**src/rtl/mem_arbiter_pkg.sv**
```systemverilog
// rtl/mem_arbiter_pkg.sv - shared types and default widths for the memory arbiter
package mem_arb_pkg;

  localparam int DEF_ADDR_W = 32;
  localparam int DEF_DATA_W = 32;

  typedef enum logic [1:0] {
    IDLE = 2'd0,
    BUSY = 2'd1,
    RESP = 2'd2
  } state_t;

  typedef enum logic {
    OWN_IF = 1'b0,
    OWN_LS = 1'b1
  } owner_t;

endpackage

```
**src/rtl/mem_arbiter_if.sv**
```systemverilog
// rtl/mem_arbiter_if.sv - fetch, load/store and memory port bundle of the arbiter
interface mem_arbiter_if #(
  parameter int ADDR_W = 32,
  parameter int DATA_W = 32
);
  logic              if_req;
  logic [ADDR_W-1:0] if_addr;
  logic              if_gnt;
  logic              if_rvalid;
  logic [DATA_W-1:0] if_rdata;
  logic              ls_req;
  logic              ls_we;
  logic [ADDR_W-1:0] ls_addr;
  logic [DATA_W-1:0] ls_wdata;
  logic              ls_gnt;
  logic              ls_rvalid;
  logic [DATA_W-1:0] ls_rdata;
  logic [ADDR_W-1:0] mem_addr;
  logic [DATA_W-1:0] mem_wdata;
  logic              mem_we;
  logic [DATA_W-1:0] mem_rdata;
  logic              stall;

  // Requesters and the memory model
  modport master (
    output if_req, if_addr, ls_req, ls_we, ls_addr, ls_wdata, mem_rdata,
    input  if_gnt, if_rvalid, if_rdata, ls_gnt, ls_rvalid, ls_rdata,
           mem_addr, mem_wdata, mem_we, stall
  );

  // Arbiter side
  modport slave (
    input  if_req, if_addr, ls_req, ls_we, ls_addr, ls_wdata, mem_rdata,
    output if_gnt, if_rvalid, if_rdata, ls_gnt, ls_rvalid, ls_rdata,
           mem_addr, mem_wdata, mem_we, stall
  );
endinterface

```
**src/rtl/mem_arb_starve_ctr.sv**
```systemverilog
// rtl/mem_arb_starve_ctr.sv - saturating count of fetch arbitration losses
module mem_arb_starve_ctr #(
  parameter int MAX = 4
) (
  input  logic clk,
  input  logic rst_n,
  input  logic i_inc,
  input  logic i_clr,
  output logic o_at_max
);
  localparam int CW = $clog2(MAX + 1);

  logic [CW-1:0] r_cnt;

  assign o_at_max = (r_cnt == CW'(MAX));

  // Clear wins over increment; hold once the limit is reached
  always_ff @(posedge clk or negedge rst_n) begin
    if (!rst_n) begin
      r_cnt <= '0;
    end else if (i_clr) begin
      r_cnt <= '0;
    end else if (i_inc && !o_at_max) begin
      r_cnt <= r_cnt + CW'(1);
    end
  end
endmodule

```
**src/rtl/mem_arbiter.sv**
```systemverilog
// rtl/mem_arbiter.sv - shares one memory port between fetch and load/store; MEM_ARBITER_STATS_EN adds grant statistics
module mem_arbiter
  import mem_arb_pkg::*;
#(
  parameter int ADDR_W     = DEF_ADDR_W,
  parameter int DATA_W     = DEF_DATA_W,
  parameter int MEM_LAT    = 1,
  parameter int STARVE_MAX = 4
) (
  input  logic           clk,
  input  logic           rst_n,
  mem_arbiter_if.slave   bus
`ifdef MEM_ARBITER_STATS_EN
  ,
  output logic [31:0]    stat_if_gnts,
  output logic [31:0]    stat_ls_gnts,
  output logic [31:0]    stat_conflicts
`endif
);
  localparam int LAT_W = (MEM_LAT > 1) ? $clog2(MEM_LAT) : 1;

  state_t            r_state;
  state_t            w_state_nxt;
  owner_t            r_owner;
  logic [ADDR_W-1:0] r_addr;
  logic [DATA_W-1:0] r_wdata;
  logic              r_we;
  logic [DATA_W-1:0] r_rdata;
  logic [LAT_W-1:0]  r_lat;

  logic w_arb;
  logic w_at_max;
  logic w_pick_if;
  logic w_if_gnt;
  logic w_ls_gnt;
  logic w_last;

  // Grants are only issued from IDLE/RESP, and never while reset is held
  assign w_arb     = rst_n && (r_state != BUSY);
  assign w_pick_if = bus.if_req && (!bus.ls_req || w_at_max);
  assign w_if_gnt  = w_arb && w_pick_if;
  assign w_ls_gnt  = w_arb && bus.ls_req && !w_pick_if;
  assign w_last    = (r_state == BUSY) && (r_lat == LAT_W'(MEM_LAT - 1));

  mem_arb_starve_ctr #(.MAX(STARVE_MAX)) u_starve (
    .clk      (clk),
    .rst_n    (rst_n),
    .i_inc    (w_ls_gnt && bus.if_req),
    .i_clr    (w_if_gnt || !bus.if_req),
    .o_at_max (w_at_max)
  );

  // State register
  always_ff @(posedge clk or negedge rst_n) begin
    if (!rst_n) r_state <= IDLE;
    else        r_state <= w_state_nxt;
  end

  // Next state: a grant starts a BUSY phase; RESP falls back to IDLE when nobody asks
  always_comb begin
    w_state_nxt = r_state;
    case (r_state)
      IDLE:    if (w_if_gnt || w_ls_gnt) w_state_nxt = BUSY;
      BUSY:    if (w_last) w_state_nxt = RESP;
      RESP:    w_state_nxt = (w_if_gnt || w_ls_gnt) ? BUSY : IDLE;
      default: w_state_nxt = IDLE;
    endcase
  end

  // Capture the winner's access and sample read data at the end of BUSY
  always_ff @(posedge clk or negedge rst_n) begin
    if (!rst_n) begin
      r_owner <= OWN_IF;
      r_addr  <= '0;
      r_wdata <= '0;
      r_we    <= 1'b0;
      r_rdata <= '0;
      r_lat   <= '0;
    end else begin
      if (w_if_gnt) begin
        r_owner <= OWN_IF;
        r_addr  <= bus.if_addr;
        r_wdata <= '0;
        r_we    <= 1'b0;
        r_lat   <= '0;
      end else if (w_ls_gnt) begin
        r_owner <= OWN_LS;
        r_addr  <= bus.ls_addr;
        r_wdata <= bus.ls_wdata;
        r_we    <= bus.ls_we;
        r_lat   <= '0;
      end else if (r_state == BUSY && !w_last) begin
        r_lat   <= r_lat + LAT_W'(1);
      end
      if (w_last) r_rdata <= r_we ? '0 : bus.mem_rdata;
    end
  end

  assign bus.if_gnt    = w_if_gnt;
  assign bus.ls_gnt    = w_ls_gnt;
  assign bus.if_rvalid = (r_state == RESP) && (r_owner == OWN_IF);
  assign bus.ls_rvalid = (r_state == RESP) && (r_owner == OWN_LS);
  assign bus.if_rdata  = (r_owner == OWN_IF) ? r_rdata : '0;
  assign bus.ls_rdata  = (r_owner == OWN_LS) ? r_rdata : '0;
  assign bus.mem_addr  = r_addr;
  assign bus.mem_wdata = r_wdata;
  assign bus.mem_we    = w_last && r_we;
  assign bus.stall     = rst_n && bus.if_req && !w_if_gnt;

`ifdef MEM_ARBITER_STATS_EN
  // Saturating grant and contention counters
  always_ff @(posedge clk or negedge rst_n) begin
    if (!rst_n) begin
      stat_if_gnts   <= '0;
      stat_ls_gnts   <= '0;
      stat_conflicts <= '0;
    end else begin
      if (w_if_gnt && stat_if_gnts != '1) stat_if_gnts <= stat_if_gnts + 32'd1;
      if (w_ls_gnt && stat_ls_gnts != '1) stat_ls_gnts <= stat_ls_gnts + 32'd1;
      if (w_arb && bus.if_req && bus.ls_req && stat_conflicts != '1)
        stat_conflicts <= stat_conflicts + 32'd1;
    end
  end
`endif
endmodule
```
**src/flat_wrapper.sv**
```systemverilog
// flat-port wrapper written by rule: the top's interface ports become plain ports
module mem_arbiter_flat import mem_arb_pkg::*;
#(
  parameter int ADDR_W     = DEF_ADDR_W,
  parameter int DATA_W     = DEF_DATA_W,
  parameter int MEM_LAT    = 1,
  parameter int STARVE_MAX = 4
)
  (clk, rst_n, bus_if_req, bus_if_addr, bus_ls_req, bus_ls_we, bus_ls_addr, bus_ls_wdata, bus_mem_rdata, bus_if_gnt, bus_if_rvalid, bus_if_rdata, bus_ls_gnt, bus_ls_rvalid, bus_ls_rdata, bus_mem_addr, bus_mem_wdata, bus_mem_we, bus_stall);
  mem_arbiter_if #(.ADDR_W(ADDR_W), .DATA_W(DATA_W)) bus_i ();
  input  logic clk;
  input  logic rst_n;
  input wire logic [$bits(bus_i.if_req)-1:0] bus_if_req;
  input wire logic [$bits(bus_i.if_addr)-1:0] bus_if_addr;
  input wire logic [$bits(bus_i.ls_req)-1:0] bus_ls_req;
  input wire logic [$bits(bus_i.ls_we)-1:0] bus_ls_we;
  input wire logic [$bits(bus_i.ls_addr)-1:0] bus_ls_addr;
  input wire logic [$bits(bus_i.ls_wdata)-1:0] bus_ls_wdata;
  input wire logic [$bits(bus_i.mem_rdata)-1:0] bus_mem_rdata;
  output wire logic [$bits(bus_i.if_gnt)-1:0] bus_if_gnt;
  output wire logic [$bits(bus_i.if_rvalid)-1:0] bus_if_rvalid;
  output wire logic [$bits(bus_i.if_rdata)-1:0] bus_if_rdata;
  output wire logic [$bits(bus_i.ls_gnt)-1:0] bus_ls_gnt;
  output wire logic [$bits(bus_i.ls_rvalid)-1:0] bus_ls_rvalid;
  output wire logic [$bits(bus_i.ls_rdata)-1:0] bus_ls_rdata;
  output wire logic [$bits(bus_i.mem_addr)-1:0] bus_mem_addr;
  output wire logic [$bits(bus_i.mem_wdata)-1:0] bus_mem_wdata;
  output wire logic [$bits(bus_i.mem_we)-1:0] bus_mem_we;
  output wire logic [$bits(bus_i.stall)-1:0] bus_stall;
  assign bus_i.if_req = bus_if_req;
  assign bus_i.if_addr = bus_if_addr;
  assign bus_i.ls_req = bus_ls_req;
  assign bus_i.ls_we = bus_ls_we;
  assign bus_i.ls_addr = bus_ls_addr;
  assign bus_i.ls_wdata = bus_ls_wdata;
  assign bus_i.mem_rdata = bus_mem_rdata;
  assign bus_if_gnt = bus_i.if_gnt;
  assign bus_if_rvalid = bus_i.if_rvalid;
  assign bus_if_rdata = bus_i.if_rdata;
  assign bus_ls_gnt = bus_i.ls_gnt;
  assign bus_ls_rvalid = bus_i.ls_rvalid;
  assign bus_ls_rdata = bus_i.ls_rdata;
  assign bus_mem_addr = bus_i.mem_addr;
  assign bus_mem_wdata = bus_i.mem_wdata;
  assign bus_mem_we = bus_i.mem_we;
  assign bus_stall = bus_i.stall;
  mem_arbiter #(.ADDR_W(ADDR_W), .DATA_W(DATA_W), .MEM_LAT(MEM_LAT), .STARVE_MAX(STARVE_MAX)) u_core (.clk(clk), .rst_n(rst_n), .bus(bus_i));
endmodule
```
**config.mk**
```make
export PLATFORM = sky130hd
export DESIGN_NAME = mem_arbiter_flat
export DESIGN_NICKNAME = d
export VERILOG_FILES = /design/src/rtl/mem_arbiter_pkg.sv /design/src/rtl/mem_arbiter_if.sv /design/src/rtl/mem_arb_starve_ctr.sv /design/src/rtl/mem_arbiter.sv /design/src/flat_wrapper.sv
export SDC_FILE = /design/constraint.sdc
export NUM_CORES = 1
export LEC_CHECK = 0
export ABC_AREA = 1
export ABC_CLOCK_PERIOD_IN_PS = 1900
export BUFFER_PORTS_ARGS = -buffer_cell sky130_fd_sc_hd__buf_2
export CORE_MARGIN = 10
export CORE_UTILIZATION = 45
export CTS_BUF_LIST = sky130_fd_sc_hd__clkbuf_4 sky130_fd_sc_hd__clkbuf_8
export CTS_CLUSTER_SIZE = 8
export DETAILED_ROUTE_END_ITERATION = 6
export HOLD_SLACK_MARGIN = 0.06
export PLACE_DENSITY = 0.8
export SLEW_MARGIN = 30
export SYNTH_ARGS = -nofsm -noshare
export SYNTH_HDL_FRONTEND = slang
export SYNTH_HIERARCHICAL = 1
export SYNTH_SLANG_ARGS = --single-unit
```
**constraint.sdc**
```tcl
create_clock -name clk -period 1.9 [get_ports clk]
set_input_delay 0 -clock clk [delete_from_list [all_inputs] [get_ports clk]]
set_output_delay 0 -clock clk [all_outputs]
set_load 0.02 [all_outputs]
```
# --- Yosys cells after proc, flatten, opt, wreduce, memory -nomap -nowiden ---
# Index checks and enable logic that the tools add are counted.
word_totals:
  n_memories: 0
  ram_bits: 0
  out_inout_bits: 134
  inputBits: 133
  mem_bits_ro: 0
  wordCells: 66
  latchBits: 0
  register_bits: 104
op_classes:
  div: 0
  n_lt_le_gt_ge: 0
  n_eq_ne: 6
  add_sub_neg: 2
  n_mux: 20
  n_bitwise: 2
  n_shift: 0
  reduce_logical: 28
  multipliers: 0
ops:
  columns: ["cell", "count"]
  rows:
  - ["$mux 32", 7]
  - ["$logic_and 1x1->1", 14]
  - ["$mux 1", 8]
  - ["$logic_not 1->1", 6]
  - ["$mux 3", 2]
  - ["$ne 2x1->1 const B", 3]
  - ["$pmux 2 s3", 1]
  - ["$mux 2", 2]
  - ["$reduce_bool 2->1", 2]
  - ["$add 3x1->3 const B", 1]
  - ["$eq 3x3->1 const B", 1]
  - ["$logic_or 1x1->1", 3]
  - ["$reduce_bool 3->1", 1]
  - ["$eq 2x1->1 const B", 1]
  - ["$eq 2x2->1 const B", 1]
  - ["$logic_not 2->1", 1]
  - ["$not 1->1", 2]
  - ["$reduce_and 2->1", 1]
  - ["$add 1x1->1 const B", 1]

# --- Depth between registers and ports, before layout ---
# Gate-level depths: netlist (run 1).
logic_depth:
  depth_word: 9
  depth_mapped: 14
  depth_no_buf: 14

# --- Cells and area by module ---
# The synthesis (run 1) kept the hierarchy.
modules_own_cells:
  columns: ["mod", "area_each_um2", "n_inst", "cells_per_inst", "seq_area_each_um2"]
  rows:
  - ["mem_arbiter", 4979.8, 1, 689, 2527.4]
  - ["mem_arb_starve_ctr", 185.2, 1, 25, 75.1]

# --- Worst setup path after synthesis (run 1) ---
# No wires, ideal clock.
synth_path:
  path_type: "register to register"
  start: "reg u_core.u_starve.r_cnt[0]"
  end: "reg u_core.r_addr[10] (netlist: u_core/bus.mem_addr[10])"
  n_path_buf: 2
  arrival_time_ns: 1.730
  setup_slack_ns: 0.053
  period_less_slack_ns: 1.847
  path_stages_with_launch: 14
  cell_sequence: "dfrtp_1 > inv_1 > ha_1 > nand2_2 > inv_1 > inv_1 > nand2_1 > nand2_1 > nor2_1 > nor2_2 > buf_6 > buf_6 > nand2_1 > nand2_1"
synth_via:
  word_cells_on_any_way: 8
  classes_between: "1 x eq/ne; 1 x mux; 6 x reduce/logical"
synth_rtl:
  columns: ["element", "line", "rtl"]
  rows:
  - ["from (decl)", "mem_arb_starve_ctr.sv:13", "logic [CW-1:0] r_cnt;"]
  - ["from (signal assigned)", "mem_arb_starve_ctr.sv:24", "r_cnt <= r_cnt + CW'(1);"]
  - ["$eq 3x3->1 (*)", "mem_arb_starve_ctr.sv:15", "assign o_at_max = (r_cnt == CW'(MAX));"]
  - ["via u_core.w_at_max", "mem_arbiter.sv:32", "logic w_at_max;"]
  - ["$logic_or 1x1->1 (*)", "mem_arbiter.sv:40", "assign w_pick_if = bus.if_req && (!bus.ls_req || w_at_max);"]
  - ["$logic_and 1x1->1 (*)", "mem_arbiter.sv:40", null]
  - ["$logic_and 1x1->1 (*)", "mem_arbiter.sv:41", "assign w_if_gnt = w_arb && w_pick_if;"]
  - ["via bus_if_gnt", "flat_wrapper.sv:20", "output wire logic [$bits(bus_i.if_gnt)-1:0] bus_if_gnt;"]
  - ["$mux 32 / $reduce_bool 2->1 (equally long branches)", null, null]
  - ["to (signal assigned)", "mem_arbiter.sv:82", "r_addr <= bus.if_addr;"]
  - ["to (signal assigned)", "mem_arbiter.sv:88", "r_addr <= bus.ls_addr;"]
  - ["to (decl)", "mem_arbiter.sv:25", "logic [ADDR_W-1:0] r_addr;"]
# Mark *: on every way through the listed nets, which the timed path passes. The rest lies on a longest branch.
# A chain may end at the register's enable or synchronous reset.

# --- Final worst setup path (run 1) ---
layout_path:
  start: "reg u_core.u_starve.r_cnt[0]"
  end: "reg u_core.r_wdata[6] (netlist: u_core/bus.mem_wdata[6])"
layout_via:
  elab_chain_cells: 6
  word_cells_on_any_way: 8
  classes_between: "1 x eq/ne; 1 x mux; 6 x reduce/logical"
layout_rtl:
  columns: ["element", "line", "rtl"]
  rows:
  - ["$eq 3x3->1 (*)", "mem_arb_starve_ctr.sv:15", null]
  - ["via u_core.w_at_max", "mem_arbiter.sv:32", null]
  - ["$logic_or 1x1->1 (*)", "mem_arbiter.sv:40", null]
  - ["$logic_and 1x1->1 (*)", "mem_arbiter.sv:40", null]
  - ["$logic_not 1->1", "mem_arbiter.sv:42", "assign w_ls_gnt = w_arb && bus.ls_req && !w_pick_if;"]
  - ["$logic_and 1x1->1", "mem_arbiter.sv:42", null]
  - ["$reduce_bool 2->1 (no source line)", null, null]
  - ["to (signal assigned)", "mem_arbiter.sv:89", "r_wdata <= bus.ls_wdata;"]
  - ["to (decl)", "mem_arbiter.sv:26", "logic [DATA_W-1:0] r_wdata;"]
# Marks and branches as above.

==> results of run 1 <==
report_power, final:
group / switching, mW / total [mW] / internal [mW] / leakage (nW)
registers: 0.287 / 2.97 / 2.68 / 1.32
logic: 1.90 / 2.98 / 1.07 / 3.64
clock network: 0.780 / 1.41 / 0.633 / 0.104
total: 2.97 / 7.36 / 4.39 / 5.06
placed cells by master (no fill, tap or decap), drive strengths merged, types with 2 or more instances in the layout:
master,count
buf,289
nand2,242
inv,146
dlygate4sd3,133
dfrtp,104
nand3,99
nor2,44
o21ai,34
clkbuf,10
diode,7
clkinv,3
a21oi,2
nand4,2
ha,2
area by class of cell:
class / count / area share [%]
Antenna cell: 7 / 0.2104
Clock buffer: 10 / 1.578
Clock inverter: 6 / 0.7964
Inverter: 144 / 6.491
Multi-Input combinational cell: 427 / 22.07
Sequential cell: 104 / 31.27
Tap cell: 143 / 2.149
Timing Repair Buffer: 423 / 35.43
synthesized netlist by cell type (all sizes together):
| cell type | count |
|---|---|
| nand2 | 242 |
| inv | 144 |
| dfrtp | 104 |
| nand3 | 99 |
| nor2 | 44 |
| o21ai | 34 |
| buf | 23 |
| clkbuf | 16 |
| a21oi | 2 |
| ha | 2 |
| nand4 | 2 |
| nor3 | 1 |
| or2 | 1 |
stage by stage:
stage          instances  util, %  worst slack, ps  hold WS, ps
6_report            1264    73.55            48.32        336.1
4_1_cts             1252    72.98            16.00        339.9
3_5_place_dp        1101    59.10            156.1       -139.8
3_3_place_gp        1101    59.10            229.3       -140.1
5_1_grt             1263    73.53           -91.41        369.0
2_1_floorplan        714        -            52.84       -295.6
logic make-up (layout without fill, tap and decap cells):
kind of cell               count (synthesis)  after routing  share of synthesized area (%)
buffers and inverters                    183            583                          14.41
and+or+nand+nor                          389            389                          31.08
other                                      0              7                              0
AOI/OAI and AO/OA                         36             36                          3.634
DFF                                      104            104                          50.39
adders and majority gates                  2              2                         0.4844
worst paths after layout:
kind | startpoint | end | slack, ps
worst min register to register | u_core/bus.mem_wdata[13]$_DFFE_PN0N_ | u_core/bus.mem_wdata[13]$_DFFE_PN0N_ | 480
worst max register to register | u_core/u_starve/r_cnt[0]$_DFFE_PN0P_ | u_core/bus.mem_wdata[6]$_DFFE_PN0N_ | 50
min in group clk | bus_ls_wdata[0] | u_core/bus.mem_wdata[0]$_DFFE_PN0N_ | 370
worst min-delay path | rst_n | u_core/bus.mem_wdata[12]$_DFFE_PN0N_ | 340
max in group asynchronous | rst_n | u_core/bus.mem_addr[22]$_DFFE_PN0N_ | 830
worst max-delay path | u_core/u_starve/r_cnt[0]$_DFFE_PN0P_ | u_core/bus.mem_wdata[6]$_DFFE_PN0N_ | 50
critical path, cell delays in order (launching register included):
cell and delay, ps:
dfrtp_1 410, inv_1 90, ha_1 200, nand2_2 90
inv_1 60, inv_1 30, nand2_1 60, nand2_2 90
nand2_1 110, inv_2 60, buf_4 130, bufbuf_16 280
nand2_1 80, nand2_1 70
flip-flops by register name (all words and copies together) (netlist names):
name                   cells
u_core/bus.mem_addr       32
u_core/bus.mem_wdata      32
u_core/r_rdata            32
u_core/u_starve/r_cnt      3
u_core/r_state             2
u_core/r_lat               1
u_core/r_owner             1
u_core/r_we                1
per-layer routing:
layer | up-vias | wire length, um | global-route usage (%)
met1 | 2849 | 7000 | 26.34
met2 | 411 | 10180 | 41.34
met5 | - | 0 | 0
li1 | 2915 | - | -
met3 | 108 | 2309 | 9.098
met4 | 0 | 1391 | 16.34
repair_timing:
item / 4_1_cts / 5_1_grt
setup buffers: 1 / 5
gates resized for setup: 1 / 4
endpoints found under the hold margin: 204 / 0
endpoints found under the setup margin: 1 / 22
cloned: 1 / 0
hold buffers: 133 / 0
==> results.txt, run 1 <==
Die X: 127.1 um
FILL cells: 791
Mapped Area: 0.005165 mm^2
Antenna violations before repair: 6
Pwr dens: 884.0 mW/mm^2
Status: finished clean
Overall Power: 7.361 mW
Hold WC Path Type: in -> async
Syn Area/Cell: 7.234 um^2
Top area cells in the synthesized netlist: dfrtp_1, nand2_1, inv_1
Arrival @ worst endpoint: 2100 ps
Total Neg Setup Slack: 0 ps
Unrepaired setup endpoints after global routing: yes
Detailed Place HPWL: 11.98 mm
Worst clock skew: 18.57 ps
CTS buffer count: 9
Num Clock Sinks: 104
Sequential area share after synthesis: 50.39%
Placed Area: 0.006690 mm^2
Slew headroom: 59.38%
Footprint of the multi-input gates: 0.001838 mm^2
Synth top area share: 50.39%
Maxcap violations: 0
Worst-path clk slew: 100 ps
Vias/cell: 4.971
DRC: 0
DRT antenna net count: 0
Crit. End Element: flop
Layout cells sized above 1: 28.82%
Total routed wirelength: 20.88 mm
Worst setup SP type: flop
Largest net degree at the start of global routing: 66
Site row count: 39
Crit path required time: 2150 ps
Vias in the first global route: 6,498
Synth-to-layout area growth: 61.22%
Worst slew pin tran: 609.3 ps
Nets@finish: 1,244
Initial DRC count: 641
# IOs: 267
Slew Viols, Final: 0
Synthesis Warnings: 6
Htree depth: 3
Core ar.: 0.01132 mm^2
Critical path type: reg -> reg
Overflow after GRT: 0
Post-layout minimum cycle time: 1852 ps
Seq cells post-synth: 104
Cells after Synth: 714
FF/Latch Area: 0.002604 mm^2
Static leakage power: 5.065 nW
Synth area leader: dfrtp_1
Clk_lat worst skew: 360 ps
Peak supply drop: 0.5764 mV
PortBufs: 266
Critical-path maximum fanout: 17
Synth unique cells: 18
Fmax achieved: 540.0 MHz
Maximum root-to-sink buffer count: 2
Final Hold Viols: 0
CTS root buf: clkbuf_8
Die ar.: 0.01616 mm^2
Crit share post-route: 97.46%
Cell area after layout: 0.008327 mm^2
Initial DRT Pass Iterations: 5
WL/cell: 16.52 um
R2r worst-path depth: 13
GPL Wtd Cong: 0.8425
Mapped Nets: 849
Die height: 127.1 um
GR Util All Layers: 24.96%
Initial core utilization: 45.62%
First-pass GRT wire length: 33.09 mm
Via count: 6,283
TritonCTS clock tree: built
Setup Viol. Count Final: 0
(Power assumes the default switching activity.)
==> run 2: changes to the inputs <==
--- a/config.mk
+++ b/config.mk
@@ -6,7 +6,7 @@
 export NUM_CORES = 1
 export LEC_CHECK = 0
 export ABC_AREA = 1
-export ABC_CLOCK_PERIOD_IN_PS = 1900
+export ABC_CLOCK_PERIOD_IN_PS = 2200
 export BUFFER_PORTS_ARGS = -buffer_cell sky130_fd_sc_hd__buf_2
 export CORE_MARGIN = 10
 export CORE_UTILIZATION = 45
==> constraint.sdc (replaced) <==
create_clock -name clk -period 2.2 [get_ports clk]
set_input_delay 0 -clock clk [delete_from_list [all_inputs] [get_ports clk]]
set_output_delay 0 -clock clk [all_outputs]
set_load 0.02 [all_outputs]
==> results.txt, run 2 (synthesis results as in run 1) <==
Crit path required time: 2200 ps (was 2150 ps)
Vias in the first global route: 6,480 (was 6,498)
Static leakage power: 4.961 nW (was 5.065 nW)
Setup Viol. Count Final: 0 (unchanged)
Overflow after GRT: 0 (unchanged)
Slew headroom: 48.26% (was 59.38%)
Die ar.: 0.01616 mm^2 (unchanged)
Nets@finish: 1,232 (was 1,244)
GPL Wtd Cong: 0.8400 (was 0.8425)
Logic pwr share: 40.0% (was 40.4%)
Crit. End Element: output pin (was flop)
Critical-path maximum fanout: 34 (was 17)
Final Hold Viols: 0 (unchanged)
First-pass GRT wire length: 32.56 mm (was 33.09 mm)
Layer with the highest usage: met2 (unchanged)
Synth-to-layout area growth: 57.63% (was 61.22%)
Worst-path clk slew: 110 ps (was 100 ps)
Crit share post-route: 92.75%
Arrival @ worst endpoint: 2040 ps (was 2100 ps)
Switching share of total power: 41.32% (was 40.35%)
Maximum root-to-sink buffer count: 2 (unchanged)
GR Util met3: 8.685% (was 9.098%)
Total routed wirelength: 20.38 mm (was 20.88 mm)
Setup slack after layout: 159.6 ps (was 48.32 ps)
Antenna violations before repair: 6 (unchanged)
Core ar.: 0.01132 mm^2 (unchanged)
Grt met2 use: 39.76% (was 41.34%)
Clk_lat worst skew: 360 ps (about the same)
Initial core utilization: 45.62% (unchanged)
Placed Area: 0.006603 mm^2 (was 0.006690 mm^2)
Vias/cell: 4.984 (was 4.971)
Status: finished clean (unchanged)
TritonCTS clock tree: built (unchanged)
WL/cell: 16.27 um (was 16.52 um)
GR Util All Layers: 24.68% (was 24.96%)
Reg power frac: 41.8% (was 40.4%)
Layout cells sized above 1: 27.77% (was 28.82%)
Clock power frac: 18.2% (was 19.2%)
Site row count: 39 (unchanged)
Routing usage on met1: 26.07% (was 26.34%)
Die X: 127.1 um (unchanged)
Hold WC Path Type: in -> async (unchanged)
Num Clock Sinks: 104 (unchanged)
Worst setup SP type: flop (unchanged)
Initial DRT Pass Iterations: 6 (was 5)
Worst slack, placed: 387.0 ps (was 156.1 ps)
PortBufs: 266 (unchanged)
Commonest cells after routing, fill and taps aside: buf_2, nand2_1, inv_1 (unchanged)
Fmax achieved: 490.1 MHz
Total Neg Setup Slack: 0 ps (unchanged)
Worst slew pin tran: 776.1 ps (was 609.3 ps)
Cell area after layout: 0.008142 mm^2 (was 0.008327 mm^2)
Critical path type: reg -> out (was reg -> reg)
Slew Viols, Final: 0 (unchanged)
Post-CTS setup buffers: 0 (was 1)
Internal Power: 3.640 mW (was 4.391 mW)
Via count: 6,240 (was 6,283)
Pwr dens: 761.8 mW/mm^2 (was 884.0 mW/mm^2)
Detailed Place HPWL: 11.97 mm (was 11.98 mm)
Psw: 2.563 mW (was 2.970 mW)
# IOs: 267 (unchanged)
Post-layout minimum cycle time: 2040 ps
Die height: 127.1 um (unchanged)
Peak supply drop: 0.4633 mV (was 0.5764 mV)
Initial DRC count: 623 (was 641)
CTS root buf: clkbuf_8 (unchanged)
DRT antenna net count: 0 (unchanged)
CTS buffer count: 9 (unchanged)
Htree depth: 3 (unchanged)
Maxcap violations: 0 (unchanged)
Commonest non-fill, non-tap cell in the layout: buf_2 (unchanged)
DRC: 0 (unchanged)
Worst clock skew: 13.79 ps (was 18.57 ps)
Largest net degree at the start of global routing: 67 (was 66)
run 2: layer usage:
metal	share of wire [%]	up-vias
li1	-	2886
met1	34	2780
met4	6.9	2
met3	11	126
met5	0.064	-
met2	48	446
run 2: area by class of cell:
type	instances	area, um^2
Antenna cell	7	17.52
Clock buffer	10	131.4
Clock inverter	6	52.55
Fill cell	781	3179
Inverter	144	543.0
Multi-Input combinational cell	427	1831
Sequential cell	104	2604
Tap cell	143	178.9
Timing Repair Buffer	411	2784
run 2: path summary, 6_finish.rpt:
kind | depth (start not counted) | slack [ps] | startpoint | to
worst min register to register | 2 | 480 | u_core/bus.mem_addr[13]$_DFFE_PN0N_ | u_core/bus.mem_addr[13]$_DFFE_PN0N_
max in group asynchronous | 3 | 1370 | rst_n | u_core/r_owner$_DFFE_PN0N_
min in group clk | 4 | 360 | bus_ls_wdata[2] | u_core/bus.mem_wdata[2]$_DFFE_PN0N_
worst max-delay path | 10 | 160 | u_core/u_starve/r_cnt[0]$_DFFE_PN0P_ | bus_ls_gnt
worst max register to register | 12 | 330 | u_core/u_starve/r_cnt[0]$_DFFE_PN0P_ | u_core/bus.mem_addr[1]$_DFFE_PN0N_
worst min-delay path | 3 | 360 | rst_n | u_core/bus.mem_addr[11]$_DFFE_PN0N_
run 2: stage by stage:
step                util [%]  power, mW  cells  hold slack [ps]
floorplan                  -      3.961    714           -295.6
finish                 71.92      6.203   1252            363.5
detailed placement     58.32      4.851   1096           -193.2
CTS                    71.73      6.169   1245            333.4
global placement       58.32      4.803   1096           -193.8
global route           71.87      6.583   1250            374.4
run 2: critical path: stages, from the launching register on:
cell     delay, ps
dfrtp_1        380
inv_1           70
ha_1           220
nand2_2         90
inv_1           40
inv_1           40
nand2_1         40
nand2_1        130
nand2_1        130
inv_4          290
buf_2          250
run 2: power by group through the flow:
| stage | sequential (mW) | combinational, mW | clock, mW |
|---|---|---|---|
| 4_1_cts | 2.58 | 2.43 | 1.16 |
| 6_report | 2.60 | 2.48 | 1.13 |
| 2_1_floorplan | 2.80 | 1.16 | 0 |
| 5_1_grt | 2.65 | 2.71 | 1.23 |
| 3_5_place_dp | 2.61 | 2.25 | 0 |
| 3_3_place_gp | 2.60 | 2.20 | 0 |
run 2: repair_timing:
action                                  CTS  global route
hold buffers                            133             0
hold endpoints to repair                204             0
endpoints found under the setup margin    1             1
gates resized for setup                   1             1
